`config.mk`:
```
export PLATFORM = sky130hd
export DESIGN_NAME = alu_issue_ctrl_flat
export DESIGN_NICKNAME = d
export VERILOG_FILES = /design/src/rtl/alu_pkg.sv /design/src/rtl/alu_issue_ctrl_if.sv /design/src/rtl/alu_regfile.sv /design/src/rtl/alu_issue_ctrl.sv /design/src/flat_wrapper.sv
export SDC_FILE = /design/constraint.sdc
export NUM_CORES = 1
export LEC_CHECK = 0
export CAP_MARGIN = 20
export CORE_ASPECT_RATIO = 1.5
export CORE_MARGIN = 2
export CORE_UTILIZATION = 40
export DETAILED_ROUTE_END_ITERATION = 16
export SLEW_MARGIN = 20
export SYNTH_ARGS = -nofsm -noshare
export SYNTH_HDL_FRONTEND = slang
export SYNTH_HIERARCHICAL = 1
export SYNTH_SLANG_ARGS = --single-unit
```
`constraint.sdc`:
```
create_clock -name clk -period 3.9 [get_ports clk]
set_input_delay 0.39 -clock clk [delete_from_list [all_inputs] [get_ports clk]]
set_output_delay 0.39 -clock clk [all_outputs]
set_load 0.05 [all_outputs]
```
`src/rtl/alu_pkg.sv`:
```
// Shared definitions for the ALU issue sequencer: datapath widths, ALU op
// encodings and sequencer states.
package alu_pkg;

    localparam int DATA_W = 16;
    localparam int NREGS  = 8;
    localparam int REG_AW = $clog2(NREGS);

    typedef enum logic [1:0] {
        ALU_ADD = 2'b00,
        ALU_SUB = 2'b01,
        ALU_AND = 2'b10,
        ALU_NOT = 2'b11
    } aluOp_e;

    typedef enum logic [1:0] {
        S_IDLE  = 2'b00,
        S_READ  = 2'b01,
        S_EXEC  = 2'b10,
        S_WRITE = 2'b11
    } state_e;

endpackage

```
`src/rtl/alu_issue_ctrl_if.sv`:
```
// Bundle of the decode-side request/load ports, the ALU drive/capture port
// and the status outputs of the ALU issue sequencer.
interface alu_issue_ctrl_if
    import alu_pkg::*;
#(
    parameter int AW = REG_AW,
    parameter int DW = DATA_W
);

    // Handshakes: a request or load transfers on a rising clk edge where both
    // its valid and its ready are high; the requester holds valid and payload
    // stable until then, and ready never depends on payload contents.
    logic          in_valid;
    logic          in_ready;
    logic [1:0]    in_op;
    logic [AW-1:0] in_rn;
    logic [AW-1:0] in_rm;
    logic [AW-1:0] in_rd;
    logic          in_wb;

    logic          ld_valid;
    logic          ld_ready;
    logic [AW-1:0] ld_reg;
    logic [DW-1:0] ld_data;

    logic [DW-1:0] val_A;
    logic [DW-1:0] val_B;
    logic [1:0]    ALU_op;
    logic [DW-1:0] ALU_out;
    logic          Z;

    logic [DW-1:0] result;
    logic          status_Z;
    logic          done;

    modport slave (
        input  in_valid, in_op, in_rn, in_rm, in_rd, in_wb,
        input  ld_valid, ld_reg, ld_data,
        input  ALU_out, Z,
        output in_ready, ld_ready,
        output val_A, val_B, ALU_op,
        output result, status_Z, done
    );

    modport master (
        output in_valid, in_op, in_rn, in_rm, in_rd, in_wb,
        output ld_valid, ld_reg, ld_data,
        output ALU_out, Z,
        input  in_ready, ld_ready,
        input  val_A, val_B, ALU_op,
        input  result, status_Z, done
    );

endinterface

```
`src/rtl/alu_regfile.sv`:
```
// General register file: one synchronous write port, two combinational read
// ports, synchronous active-low clear of every entry.
module alu_regfile
    import alu_pkg::*;
#(
    parameter int N_ENTRIES = NREGS,
    parameter int WIDTH     = DATA_W,
    parameter int AW        = $clog2(N_ENTRIES)
) (
    input  logic             clk,
    input  logic             reset_n,
    input  logic             wrEn,
    input  logic [AW-1:0]    wrAddr,
    input  logic [WIDTH-1:0] wrData,
    input  logic [AW-1:0]    rdAddrA,
    input  logic [AW-1:0]    rdAddrB,
    output logic [WIDTH-1:0] rdDataA,
    output logic [WIDTH-1:0] rdDataB
);

    logic [WIDTH-1:0] regs [N_ENTRIES];

    always_ff @(posedge clk) begin
        if (!reset_n) begin
            for (int i = 0; i < N_ENTRIES; i++) begin
                regs[i] <= '0;
            end
        end else if (wrEn) begin
            regs[wrAddr] <= wrData;
        end
    end

    assign rdDataA = regs[rdAddrA];
    assign rdDataB = regs[rdAddrB];

endmodule

```
`src/rtl/alu_issue_ctrl.sv`:
```
// Four-phase sequencer (IDLE/READ/EXEC/WRITE) that feeds the external 16-bit
// ALU from the register file, captures its result and optionally writes back.
module alu_issue_ctrl
    import alu_pkg::*;
(
    input  logic                   clk,
    input  logic                   reset_n,
    alu_issue_ctrl_if.slave        bus,
    output state_e                 stateDbg
);

    state_e              state;
    aluOp_e              opL;
    logic [REG_AW-1:0]   rnL;
    logic [REG_AW-1:0]   rmL;
    logic [REG_AW-1:0]   rdL;
    logic                wbL;
    logic [DATA_W-1:0]   regA;
    logic [DATA_W-1:0]   regB;
    logic [DATA_W-1:0]   regC;
    logic                statusZ;

    logic                isIdle;
    logic                accept;
    logic                rfWrEn;
    logic [REG_AW-1:0]   rfWrAddr;
    logic [DATA_W-1:0]   rfWrData;
    logic [DATA_W-1:0]   rfRdA;
    logic [DATA_W-1:0]   rfRdB;

    assign isIdle       = (state == S_IDLE);
    assign bus.ld_ready = isIdle;
    // A pending load steals the IDLE cycle from the operation request.
    assign bus.in_ready = isIdle & ~bus.ld_valid;
    assign accept       = bus.in_valid & bus.in_ready;

    // Loads only happen in IDLE and writeback only in WRITE, so one port suffices.
    always_comb begin
        rfWrEn   = 1'b0;
        rfWrAddr = bus.ld_reg;
        rfWrData = bus.ld_data;
        if (isIdle && bus.ld_valid) begin
            rfWrEn = 1'b1;
        end else if (state == S_WRITE && wbL) begin
            rfWrEn   = 1'b1;
            rfWrAddr = rdL;
            rfWrData = regC;
        end
    end

    alu_regfile #(
        .N_ENTRIES (NREGS),
        .WIDTH     (DATA_W),
        .AW        (REG_AW)
    ) u_regfile (
        .clk     (clk),
        .reset_n (reset_n),
        .wrEn    (rfWrEn),
        .wrAddr  (rfWrAddr),
        .wrData  (rfWrData),
        .rdAddrA (rnL),
        .rdAddrB (rmL),
        .rdDataA (rfRdA),
        .rdDataB (rfRdB)
    );

    always_ff @(posedge clk) begin
        if (!reset_n) begin
            state   <= S_IDLE;
            opL     <= ALU_ADD;
            rnL     <= '0;
            rmL     <= '0;
            rdL     <= '0;
            wbL     <= 1'b0;
            regA    <= '0;
            regB    <= '0;
            regC    <= '0;
            statusZ <= 1'b0;
        end else begin
            case (state)
                S_IDLE: begin
                    if (accept) begin
                        opL   <= aluOp_e'(bus.in_op);
                        rnL   <= bus.in_rn;
                        rmL   <= bus.in_rm;
                        rdL   <= bus.in_rd;
                        wbL   <= bus.in_wb;
                        state <= S_READ;
                    end
                end
                S_READ: begin
                    regA  <= rfRdA;
                    regB  <= rfRdB;
                    state <= S_EXEC;
                end
                S_EXEC: begin
                    regC    <= bus.ALU_out;
                    statusZ <= bus.Z;
                    state   <= S_WRITE;
                end
                S_WRITE: begin
                    state <= S_IDLE;
                end
                default: begin
                    state <= S_IDLE;
                end
            endcase
        end
    end

    // ALU inputs come straight from the operand registers, so they hold between ops.
    assign bus.val_A    = regA;
    assign bus.val_B    = regB;
    assign bus.ALU_op   = opL;
    assign bus.result   = regC;
    assign bus.status_Z = statusZ;
    assign bus.done     = (state == S_WRITE);
    assign stateDbg     = state;

endmodule

```
`src/flat_wrapper.sv`:
```
// flat-port wrapper written by rule: the top's interface ports become plain ports
module alu_issue_ctrl_flat import alu_pkg::*;
  (clk, reset_n, stateDbg, bus_in_valid, bus_in_op, bus_in_rn, bus_in_rm, bus_in_rd, bus_in_wb, bus_ld_valid, bus_ld_reg, bus_ld_data, bus_ALU_out, bus_Z, bus_in_ready, bus_ld_ready, bus_val_A, bus_val_B, bus_ALU_op, bus_result, bus_status_Z, bus_done);
  alu_issue_ctrl_if bus_i ();
  input  logic clk;
  input  logic reset_n;
  output state_e stateDbg;
  input wire logic [$bits(bus_i.in_valid)-1:0] bus_in_valid;
  input wire logic [$bits(bus_i.in_op)-1:0] bus_in_op;
  input wire logic [$bits(bus_i.in_rn)-1:0] bus_in_rn;
  input wire logic [$bits(bus_i.in_rm)-1:0] bus_in_rm;
  input wire logic [$bits(bus_i.in_rd)-1:0] bus_in_rd;
  input wire logic [$bits(bus_i.in_wb)-1:0] bus_in_wb;
  input wire logic [$bits(bus_i.ld_valid)-1:0] bus_ld_valid;
  input wire logic [$bits(bus_i.ld_reg)-1:0] bus_ld_reg;
  input wire logic [$bits(bus_i.ld_data)-1:0] bus_ld_data;
  input wire logic [$bits(bus_i.ALU_out)-1:0] bus_ALU_out;
  input wire logic [$bits(bus_i.Z)-1:0] bus_Z;
  output wire logic [$bits(bus_i.in_ready)-1:0] bus_in_ready;
  output wire logic [$bits(bus_i.ld_ready)-1:0] bus_ld_ready;
  output wire logic [$bits(bus_i.val_A)-1:0] bus_val_A;
  output wire logic [$bits(bus_i.val_B)-1:0] bus_val_B;
  output wire logic [$bits(bus_i.ALU_op)-1:0] bus_ALU_op;
  output wire logic [$bits(bus_i.result)-1:0] bus_result;
  output wire logic [$bits(bus_i.status_Z)-1:0] bus_status_Z;
  output wire logic [$bits(bus_i.done)-1:0] bus_done;
  assign bus_i.in_valid = bus_in_valid;
  assign bus_i.in_op = bus_in_op;
  assign bus_i.in_rn = bus_in_rn;
  assign bus_i.in_rm = bus_in_rm;
  assign bus_i.in_rd = bus_in_rd;
  assign bus_i.in_wb = bus_in_wb;
  assign bus_i.ld_valid = bus_ld_valid;
  assign bus_i.ld_reg = bus_ld_reg;
  assign bus_i.ld_data = bus_ld_data;
  assign bus_i.ALU_out = bus_ALU_out;
  assign bus_i.Z = bus_Z;
  assign bus_in_ready = bus_i.in_ready;
  assign bus_ld_ready = bus_i.ld_ready;
  assign bus_val_A = bus_i.val_A;
  assign bus_val_B = bus_i.val_B;
  assign bus_ALU_op = bus_i.ALU_op;
  assign bus_result = bus_i.result;
  assign bus_status_Z = bus_i.status_Z;
  assign bus_done = bus_i.done;
  alu_issue_ctrl u_core (.clk(clk), .reset_n(reset_n), .bus(bus_i), .stateDbg(stateDbg));
endmodule
```
==> impl_metrics.json, run 1 <==
{
  "status": "finished clean",
  "power_density_nw_per_um2": 523,
  "antenna_left": 0,
  "pin_count": 108,
  "dieArea_sq_um": 25300,
  "syn_inst": 684,
  "grt_pass1_wl_um": 33600,
  "async_flop_share_pct": 0,
  "htree_levels": 4,
  "whs_path_depth": 2,
  "post-route-util_pct": 48.5,
  "gp_congestion": 0.782,
  "placementRows": 69,
  "reg2reg_slack_ps": 860,
  "hpwl_um": 14600,
  "worstPathArrival_ps": 3160,
  "yosysUniqueCellTypes": 27,
  "drv_cap": 0,
  "synth.largest_area_cell": "edfxtp_1",
  "hold_start": "reset_n",
  "drt-total-wl_um": 21500,
  "die_h_um": 194,
  "p_leak_uw": 0.00390,
  "cts_tree": "done",
  "path_class": "flop to flop",
  "postCtsResizedCells": 0,
  "vias": 6010,
  "finalCritPeriodShare_pct": 78.0,
  "ys_ff_latch": 191,
  "antenna_found_initial": 0,
  "setup_violations": 0,
  "required_ps": 4020,
  "fillers": 2065,
  "pre_cts_ws_ps": 806,
  "report.final.slew_viol_count": 0,
  "clock_latency_ps": 440,
  "routedWlPerCell_um": 19.6,
  "critical_path.max_fanout": 33,
  "finalSetupTns_ps": 0,
  "max_clock_freq_ghz": 0.329,
  "syn2layout_area_growth_pct": 19.4,
  "gr-total-overflow": 0,
  "syn-num-nets": 741,
  "finalHoldViolations": 0,
  "met1_usage_pct": 21.8,
  "drive_gt1_share_pct": 14.4,
  "root_buffer": "clkbuf_16",
  "yosysWarnings": 6,
  "gr-usage-met2_pct": 30.4,
  "core_sq_um": 23700,
  "start_util_pct": 40.6,
  "synth_flop_cell": "edfxtp_1",
  "end_kind": "flop",
  "drc": 0,
  "relSlewSlack_pct": 26.8,
  "dieWidth_um": 131,
  "clk_pin_slew_ps": 70,
  "io_buffers": 107,
  "vias_per_cell": 5.48,
  "yosysSeqAreaShare_pct": 53.1,
  "critical_path.startpoint_type": "flop",
  "numCtsBuffers": 17,
  "cts_sinks": 191,
  "placed_area_sq_um": 10900,
  "syn_area_per_cell_sq_um": 14.1,
  "first_pass_iters": 5,
  "drt_iter0_drc": 307,
  "hp-class": "input port to flop",
  "grt_pass1_vias": 6027,
  "grt_max_degree": 69,
  "synth_edf_count": 128,
  "cts_setup_buffers": 0,
  "period_needed_ps": 3040,
  "cts-hold-fix-buffers": 0,
  "grtUsageTotal_pct": 17.5,
  "ir_drop_v": 0.000312,
  "rsz0062_at_grt": "no",
  "postLayoutCellArea_sq_um": 11500,
  "r2r.worst_path.cells": 8,
  "grt-busiest-layer": "met2",
  "diodes": 0,
  "holdWs_ps": 455,
  "nNetsFinal": 822,
  "grtUsageMet3_pct": 2.87,
  "ys_top_cells_by_area": "edfxtp_1 (40%), mux4_1 (15%), dfxtp_1 (13%)",
  "multi_input_area_sq_um": 4110,
  "worst_slew_pin_slew_ps": 1100,
  "clock_path_buffers": 2,
  "seqCellArea_sq_um": 5100,
  "finalClockSkew_ps": 7.36,
  "syn-cell-area_sq_um": 9610,
  "r2r_end": "u_core/u_regfile/regs[7][0]$_SDFFCE_PN0P_",
  "r2r-start": "u_core/stateDbg[0]$_SDFFE_PN0P_",
  "min_to": "u_core/bus.val_B[8]$_SDFFE_PN0N_",
  "setup_ws_ps": 858,
  "netlist.area_leader.share_pct": 40.0,
  "synth_common_cells": "edfxtp_1 (128), nor3_1 (128), dfxtp_1 (63)"
}
power breakdown:
group          leakage (uW)  switching [uW]  internal [uW]
clock              0.000281             740            957
sequential          0.00184             138           2360
combinational       0.00178            1060            743
total               0.00390            1940           4060
area by class of cell:
| class | instances | area share [%] |
|---|---|---|
| inverters | 19 | 0.621 |
| repair buffers | 127 | 10.6 |
| well taps | 319 | 3.48 |
| multi-input cells | 409 | 35.8 |
| flip-flops and latches | 191 | 44.5 |
| clock inverters | 7 | 0.687 |
| clock buffers | 25 | 4.33 |
cell families (layout without fill, tap and decap cells):
group | after synthesis | after routing | synth area share, %
simple gates | 216 | 216 | 11.9
mux | 166 | 166 | 28.9
compound gates | 22 | 22 | 1.15
buf+inv | 84 | 178 | 4.31
fa+ha+maj | 5 | 5 | 0.651
flops | 191 | 191 | 53.1
stage by stage:
step / total power (uW) / std cells
after floorplan: 3840 / 684
after global placement: 4310 / 1065
after detailed placement: 4360 / 1065
after CTS: 6050 / 1097
after global routing: 6240 / 1097
final: 6000 / 1097
sequential cells by signal, summed over array words and instances (netlist names):
signal                 cells
u_core/u_regfile/regs    128
u_core/bus.result         16
u_core/bus.val_A          16
u_core/bus.val_B          16
u_core/rdL                 3
u_core/rmL                 3
u_core/rnL                 3
u_core/bus.ALU_op          2
u_core/stateDbg            2
u_core/bus.status_Z        1
u_core/wbL                 1
cell usage in the layout, fill, tap and decap left out:
cell type / netlist / layout
nor3_1: 128 / 128
edfxtp_1: 128 / 128
clkdlybuf4s50_1: 0 / 106
dfxtp_1: 63 / 63
mux4_1: 56 / 56
mux2i_1: 51 / 51
nor2b_1: 49 / 49
mux2_2: 41 / 41
buf_4: 6 / 20
clkbuf_16: 0 / 18
nand2_1: 18 / 18
clkinv_1: 16 / 16
o21ai_0: 22 / 14
nand3_1: 13 / 12
mux2_4: 10 / 10
mux4_2: 8 / 8
o21ai_1: 0 / 8
clkinv_4: 0 / 5
clkbuf_1: 29 / 5
ha_1: 5 / 4
inv_1: 3 / 3
clkbuf_8: 0 / 2
nand3b_1: 2 / 2
nand2b_1: 2 / 2
bufinv_16: 0 / 1
clkinv_2: 0 / 1
buf_2: 5 / 1
nand2_2: 1 / 1
nand3_4: 1 / 1
and2b_1: 1 / 1
ha_4: 0 / 1
nand3_2: 0 / 1
or2_2: 1 / 1
per-layer routing:
| metal | share of wire [%] | up-vias |
|---|---|---|
| met5 | 0 | - |
| met1 | 41 | 3007 |
| met3 | 4.2 | 21 |
| met2 | 53 | 169 |
| met4 | 2.0 | 0 |
| li1 | - | 2813 |
worst max path at each step:
stage | startpoint | endpoint | slack (ps) | cells past startpoint
6_report | u_core/stateDbg[0]$_SDFFE_PN0P_ | u_core/u_regfile/regs[7][0]$_SDFFCE_PN0P_ | 860 | 8
5_1_grt | u_core/stateDbg[0]$_SDFFE_PN0P_ | u_core/u_regfile/regs[1][3]$_SDFFCE_PN0P_ | 650 | 8
3_5_place_dp | bus_ld_valid | u_core/u_regfile/regs[7][0]$_SDFFCE_PN0P_ | 810 | 7
4_1_cts | u_core/stateDbg[0]$_SDFFE_PN0P_ | u_core/u_regfile/regs[7][0]$_SDFFCE_PN0P_ | 910 | 8
3_3_place_gp | bus_ld_valid | u_core/u_regfile/regs[6][7]$_SDFFCE_PN0P_ | 870 | 8
2_1_floorplan | u_core/stateDbg[0]$_SDFFE_PN0P_ | u_core/u_regfile/regs[2][0]$_SDFFCE_PN0P_ | -50 | 8
worst max-delay path: stages (launching register included):
cell and delay, ps:
dfxtp_1 440, inv_1 120, ha_1 270, nand2_2 110, nand3_4 280, mux2_2 340, nand3_2 530, o21ai_1 330
buf_4 290
Note: power is estimated with default switching activity, not from simulation.
==> run 2, diff against run 1 <==
==> constraint.sdc (replaced) <==
create_clock -name clk -period 2.8 [get_ports clk]
set_input_delay 0.28 -clock clk [delete_from_list [all_inputs] [get_ports clk]]
set_output_delay 0.28 -clock clk [all_outputs]
set_load 0.05 [all_outputs]
==> impl_metrics.json, run 2 (same netlist as run 1, synthesis figures left out) <==
{
  "nNetsFinal": 836,
  "hold_start": "bus_in_rm[2]",
  "dieArea_sq_um": 25300,
  "crit_chain": "inv_1 > ha_4 > nand2_2 > nand3_4 > mux2_2 > nand3b_1 > buf_12 > o21ai_4 > buf_4",
  "drc": 0,
  "post-route-util_pct": 49.7,
  "r2r_end": "u_core/u_regfile/regs[2][4]$_SDFFCE_PN0P_",
  "drive_gt1_share_pct": 17.7,
  "io_buffers": 107,
  "rsz0062_at_grt": "no",
  "finalClockSkew_ps": 8.30,
  "cts_setup_buffers": 0,
  "reg2reg_slack_ps": 410,
  "syn2layout_area_growth_pct": 22.3,
  "period_needed_ps": 2390,
  "report.final.slew_viol_count": 0,
  "clk_pin_slew_ps": 70,
  "finalCritPeriodShare_pct": 85.5,
  "cts_sinks": 191,
  "vias": 6079,
  "final_cell_mix": "nor3_1 (128), edfxtp_1 (128), clkdlybuf4s50_1 (106)",
  "whs_path_depth": 3,
  "placed_area_sq_um": 11100,
  "htree_levels": 4,
  "r2r.worst_path.cells": 9,
  "postCtsResizedCells": 0,
  "grtUsageTotal_pct": 18.1,
  "critical_path.startpoint_type": "flop",
  "antenna_left": 0,
  "first_pass_iters": 5,
  "required_ps": 2920,
  "p_leak_uw": 0.00401,
  "gp_congestion": 0.782,
  "worstPathArrival_ps": 2510,
  "core_sq_um": 23700,
  "gr-total-overflow": 0,
  "status": "finished clean",
  "pin_count": 108,
  "power_density_nw_per_um2": 735,
  "dieWidth_um": 131,
  "postLayoutCellArea_sq_um": 11800,
  "clock_path_buffers": 2,
  "critical_path.max_fanout": 68,
  "antenna_found_initial": 0,
  "largest_register_ffs": 128,
  "routedWlPerCell_um": 20.0,
  "r2r-start": "u_core/stateDbg[0]$_SDFFE_PN0P_",
  "finalSetupTns_ps": 0,
  "cts-hold-fix-buffers": 0,
  "clock_latency_ps": 430,
  "relSlewSlack_pct": 40.8,
  "cts_tree": "done",
  "hp-class": "input port to flop",
  "regMostFlops": "u_core/u_regfile/regs",
  "die_h_um": 194,
  "path_class": "flop to flop",
  "grt_pass1_wl_um": 34900,
  "hpwl_um": 15000,
  "placementRows": 69,
  "critical-path-max-stage-delay_ps": 370,
  "crit_slowest_cell": "mux2_2",
  "setup_violations": 0,
  "finalHoldViolations": 0,
  "ir_drop_v": 0.000436,
  "drt-total-wl_um": 22200,
  "drv_cap": 0,
  "numCtsBuffers": 17,
  "root_buffer": "clkbuf_16",
  "max_clock_freq_ghz": 0.418,
  "grt_pass1_vias": 6230,
  "worst_slew_pin_slew_ps": 887,
  "grt_max_degree": 86,
  "vias_per_cell": 5.47,
  "diodes": 0,
  "start_util_pct": 40.6,
  "min_to": "u_core/rmL[2]$_SDFFE_PN0P_",
  "end_kind": "flop",
  "drt_iter0_drc": 313
}
run 2: cell count changes in the layout (fill, tap and decap cells not counted), sizes merged:
| cell | previous run | this run |
|---|---|---|
| buf | 21 | 35 |
| bufinv | 1 | 3 |
| clkbuf | 25 | 20 |
| clkinvlp | 0 | 1 |
| inv | 3 | 5 |
run 2: worst max path at each step:
stage / to / from / slack (ps) / cells after the start
2_1_floorplan: u_core/u_regfile/regs[0][0]$_SDFFCE_PN0P_ / u_core/stateDbg[0]$_SDFFE_PN0P_ / 40 / 8
3_3_place_gp: u_core/u_regfile/regs[2][1]$_SDFFCE_PN0P_ / bus_ld_valid / 270 / 8
3_5_place_dp: u_core/u_regfile/regs[2][2]$_SDFFCE_PN0P_ / bus_ld_valid / 220 / 8
4_1_cts: u_core/u_regfile/regs[2][4]$_SDFFCE_PN0P_ / u_core/stateDbg[0]$_SDFFE_PN0P_ / 390 / 9
5_1_grt: u_core/u_regfile/regs[2][4]$_SDFFCE_PN0P_ / u_core/stateDbg[0]$_SDFFE_PN0P_ / 280 / 9
6_report: u_core/u_regfile/regs[2][4]$_SDFFCE_PN0P_ / u_core/stateDbg[0]$_SDFFE_PN0P_ / 410 / 9
run 2: area by class of cell:
type                       instances  area [sq um]
clock buffer                      20           468
clock inverter                    12           154
fill                            2061         11900
inverter                          19          71.3
multi-input combinational        409          4180
sequential                       191          5110
tap                              319           399
timing repair buffer             141          1370
run 2: per-stage QoR:
stage | power, uW | setup WS [ps] | hold WS, ps | std cells
floorplan | 5390 | 41.2 | 420 | 684
global placement | 6110 | 267 | 455 | 1079
detailed placement | 6180 | 224 | 472 | 1079
CTS | 8730 | 387 | 386 | 1111
global route | 8970 | 285 | 400 | 1111
finish | 8640 | 407 | 400 | 1111
run 2: per-layer routing:
layer	global-route usage [%]	up-vias	share of wire [%]
li1	-	2853	-
met1	22.9	3022	41
met2	31.1	181	53
met3	3.50	23	4.4
met4	5.83	0	1.9
met5	0	-	0
run 2: worst max-delay path: cells and delay by family (launching register included):
kind	cells	cell delay, ps
muxes	1	370
and+or+nand+nor	3	380
buffers and inverters	3	640
adders and majority gates	1	190
AOI/OAI and AO/OA	1	140
DFF	1	340
run 2: power by group:
part           internal, uW  leakage [uW]  switching (uW)  total, uW
Clock                  1490      0.000301            1060       2550
Sequential             3290       0.00184             158       3450
Combinational          1090       0.00188            1550       2640
==> RTL change 1, RTL diff (flow settings as in run 2) <==
Make the reset (`reset_n`) asynchronous in 2 clocked blocks.
--- a/src/rtl/alu_regfile.sv
+++ b/src/rtl/alu_regfile.sv
@@ -22,3 +22,3 @@
 
-    always_ff @(posedge clk) begin
+    always_ff @(posedge clk or negedge reset_n) begin
         if (!reset_n) begin
--- a/src/rtl/alu_issue_ctrl.sv
+++ b/src/rtl/alu_issue_ctrl.sv
@@ -66,3 +66,3 @@
 
-    always_ff @(posedge clk) begin
+    always_ff @(posedge clk or negedge reset_n) begin
         if (!reset_n) begin
Behaviour: differs if reset_n is asserted again (counterexample within 4 cycles, from zero or initial values and one cycle with reset_n low); with reset_n held inactive, the same outputs for 4 cycles.
==> RTL change 1 against run 2 <==
  * Cell area rose by 1.6%
  * Sequential cell count did not move
  * Area after synthesis rose by 1.5%
  * Wire length rose by 1.9%
  * Worst setup slack got worse by 0.065 ns
  * Core utilization fell by 0.28 points
  * Sequential share of layout area fell by 3.4 points
  * Worst hold slack improved by 0.037 ns
  * Via count fell by 9.7%
Power is not compared: it rests on default switching activity, and its combinational part moved more than twofold at a synthesized area within 25%.
==> RTL change 1: results (changes against run 2) <==
synth top area cells: dfrtp_1 (49%), mux2_2 (25%), mux4_1 (15%), mux2_4 (3.1%), mux4_2 (1.8%)
Hold Crit Class: input pin to async pin
syn_nets: 619 (-16%)
post-synthesis mux area share: 45.60% (+17 points)
Routed wire per std cell: 22.34 um (+12%)
reg-to-reg slack, setup: 0.34 ns (-0.06 ns)
Worst Setup SP: u_core/stateDbg[1]
global-route wire length before repair: 35500 um (+1.8%)
number of vias per cell: 5.426 (-0.84%)
Tot GR Track Use: 18.40% (+0.26 points)
adder-cell share of the synthesized area: 0.6410% (-0.0099 points)
outcome: finished clean
final cell count without fillers: 1012 (-8.9%)
layout cells sized above 1: 47.24% (+30 points)
post-synthesis sequential area ratio: 48.97% (-4.1 points)
DRC marker count from the first detailed-route iteration: 236 (-25%)
number of global-route vias before repair: 6111 (-1.9%)
worst r2r path cells: 8 (-1)
critical path peak fanout: 11 (-84%)
max incr delay on CP: 0.46 ns (+0.09 ns)
FFs w/ async S/R, synth: 100.0% (+100 points)
slowest CP cell: dfrtp_2
Initial DRT Pass Iterations: 5 (unchanged)
GRT met2 Usage: 32.95% (+1.8 points)
pin count of the biggest net entering global routing: 81 (-5.8%)
Avg Cell Area, Syn: 17.37 sq um (+24%)
Post-synth top cells: mux2_2 (219), dfrtp_1 (191), mux4_1 (56)
Worst R2R End: u_core/u_regfile/regs[90]
GRT met3 Usage: 3.219% (-0.29 points)
area post-placement: 11330 sq um (+1.8%)
PortBufs: 107 (unchanged)
Slew @ Worst Pin: 0.6954 ns (-0.1921 ns)
DP Cell Count: 979 (-9.3%)
gpl congestion: 0.7338 (-6.1%)
fmax: 0.4069 GHz (-2.6%)
hold slack: 0.4365 ns (+0.03693 ns)
Yosys cell types: 26 (-3.7%)
[RTL change 1: layout make-up]
| class | instances | area, sq um |
|---|---|---|
| Tap cell | 324 | 405.4 |
| Sequential cell | 191 | 4785 |
| Clock inverter | 12 | 158.9 |
| Multi-Input combinational cell | 327 | 4747 |
| Fill cell | 2069 | 12230 |
| Inverter | 3 | 11.26 |
| Timing Repair Buffer | 135 | 1388 |
| Clock buffer | 20 | 446.7 |
[RTL change 1: power groups by stage]
stage	sequential [uW]	combinational [uW]	clock, uW
2_1_floorplan	6080	4670	0
3_3_place_gp	5050	7710	0
3_5_place_dp	5190	7880	0
4_1_cts	5140	7910	2570
5_1_grt	5340	8230	2690
6_report	5130	7810	2500
[RTL change 1: repair_timing]
action / 4_1_cts / 5_1_grt
hold buffers: 1 / 0
hold endpoints to repair: 77 / 0
buffers inserted: 0 / 0
[RTL change 1: per-layer routing]
layer	share of wire [%]	vias up
met4	2.0	0
met2	53	120
li1	-	2434
met1	42	2912
met5	0	-
met3	2.9	25
==> RTL change 2, RTL diff (config.mk and constraints of run 2) <==
Without the edit above. Change the package constant `DATA_W` from 16 to 14.
--- a/src/rtl/alu_pkg.sv
+++ b/src/rtl/alu_pkg.sv
@@ -4,3 +4,3 @@
 
-    localparam int DATA_W = 16;
+    localparam int DATA_W = 14;
     localparam int NREGS  = 8;
Ports: changed (5 resized); port bits go from 108 to 98. No check against the original RTL was run, so the function may have changed too.
==> RTL change 2 against run 2 <==
  * Worst hold slack better by 0.0052 ns
  * Combinational power is 13% lower
  * Worst setup slack worse by 0.068 ns
  * Cell area is 12% lower
  * Die area is 11% lower
  * Area after synthesis is 11% lower
  * Power is 12% lower
  * Sequential cell count is 22 lower
  * Critical path depth is 1 lower
  * Wire length is 13% lower
  * Clock skew is 0.0037 ns higher
  * Largest power group unchanged
==> RTL change 2: results (changes against run 2) <==
Final Skew: 0.01196 ns (+0.003656 ns)
latest clock arrival within the worst-skew pair: 0.43 ns (about the same)
fin nets: 744 (-11%)
gpl congestion: 0.8202 (+4.9%)
worst r2r path cells: 8 (-1)
Place WS: 0.1085 ns (-0.1156 ns)
Crit. End Element: register
number of diodes: 0 (unchanged)
global-route wire length before repair: 31170 um (-11%)
# fillers: 1834 (-11%)
area post-placement: 9786 sq um (-12%)
YS warnings: 6 (unchanged)
final cell count without fillers: 972 (-13%)
WL final: 19270 um (-13%)
Post-synth top flop: edfxtp_1
Worst EP arrival: 2.53 ns (+0.02 ns)
final hold vios: 0 (unchanged)
GRT met3 Usage: 3.781% (+0.28 points)
cts bufs inserted: 17 (unchanged)
syn_nets: 661 (-11%)
clk buf depth: 2 (unchanged)
Tot GR Track Use: 18.36% (+0.22 points)
synth top area cells: edfxtp_1 (39%), dfxtp_1 (13%), mux4_1 (13%), nor3_1 (6.6%), mux2i_1 (5.3%)
CTS root buf: clkbuf_16
outcome: finished clean
Reg clk slew, reported paths: 0.06 ns
Biggest register: u_core/u_regfile/regs
worst vdd ir: 0.6578 mV (+51%)
headroom to the max-slew limit: 37.37% (-3.5 points)
HPWL after DPL: 13800 um (-8.3%)
number of flip-flops in the largest register: 112 (-13%)
Initial DRT Pass Iterations: 4 (-1)
DRC marker count from the first detailed-route iteration: 321 (+2.6%)
Yosys cell types: 29 (+7.4%)
setup repair bufs after CTS: 0 (unchanged)
Post-synth top cells: edfxtp_1 (112), nor3_1 (112), dfxtp_1 (57)
initial antenna violation count: 0 (unchanged)
post-synthesis sequential area ratio: 52.89% (-0.23 points)
DR top layer: met4
Leak: 0.003524 uW (-12%)
post-synthesis instance total: 608 (-11%)
Hold Crit Class: input pin to register
met2 WL post-DR: 10250 um (-13%)
PortBufs: 97 (-9.3%)
via count: 5272 (-13%)
FFs w/ async S/R, synth: 0% (unchanged)
GRT met2 Usage: 31.89% (+0.79 points)
critical path peak fanout: 41 (-40%)
M1 GR Usage: 22.40% (-0.51 points)
number of synthesized flops with an enable pin: 112 (-13%)
DP Cell Count: 940 (-13%)
M1 wire length: 7821 um (-13%)
pin count of the biggest net entering global routing: 51 (-41%)
layout cells sized above 1: 18.47% (+0.79 points)
number of global-route vias before repair: 5651 (-9.3%)
WL met3: 845 um (-14%)
==> RTL change 2: cell count changes in the layout (fill, tap and decap cells not counted), moves of 10 or more <==
cell	before	now
edfxtp_1	128	112
clkdlybuf4s50_1	106	96
nor3_1	128	112
mux4_1	56	43
buf_4	30	19
==> RTL change 2: final cells by class <==
type | instances | area (sq um) | area share (%)
clock inverters | 12 | 88.84 | 0.8581
multi-input cells | 367 | 3711 | 35.85
clock buffers | 20 | 478.0 | 4.617
flip-flops and latches | 169 | 4507 | 43.53
well taps | 268 | 335.3 | 3.239
repair buffers | 119 | 1169 | 11.29
inverters | 17 | 63.81 | 0.6164
==> RTL change 2: logic make-up after synthesis <==
kind of cell,synth area share (%)
simple gates,12.08
fa+ha+maj,0.7345
buf+inv,4.569
mux,28.44
flops,52.89
compound gates,1.293
==> RTL change 2: report_power, final <==
group          leakage [uW]  internal, uW  switching [uW]  total (uW)
Clock              0.000284          1240             980        2220
Sequential          0.00162          2920             177        3090
Combinational       0.00162           955            1340        2300
Total               0.00352          5110            2500        7610
==> RTL change 2: worst paths after layout <==
| path | from | end | slack, ns |
|---|---|---|---|
| setup / recovery | u_core/stateDbg[0] | u_core/u_regfile/regs[2][12] | 0.34 |
| hold / removal | bus_in_rd[1] | u_core/rdL[1] | 0.40 |
| setup reg to reg | u_core/stateDbg[0] | u_core/u_regfile/regs[2][12] | 0.34 |
| hold reg to reg | u_core/bus.ALU_op[0] | u_core/bus.ALU_op[0] | 0.47 |
==> RTL change 2: critical path, stage by stage (launching register included) <==
cell,delay (ns)
dfxtp_2,0.35
inv_1,0.14
ha_4,0.19
nand2_2,0.08
nand3_4,0.11
mux2_2,0.35
nand3b_1,0.20
buf_12,0.21
o21ai_4,0.46
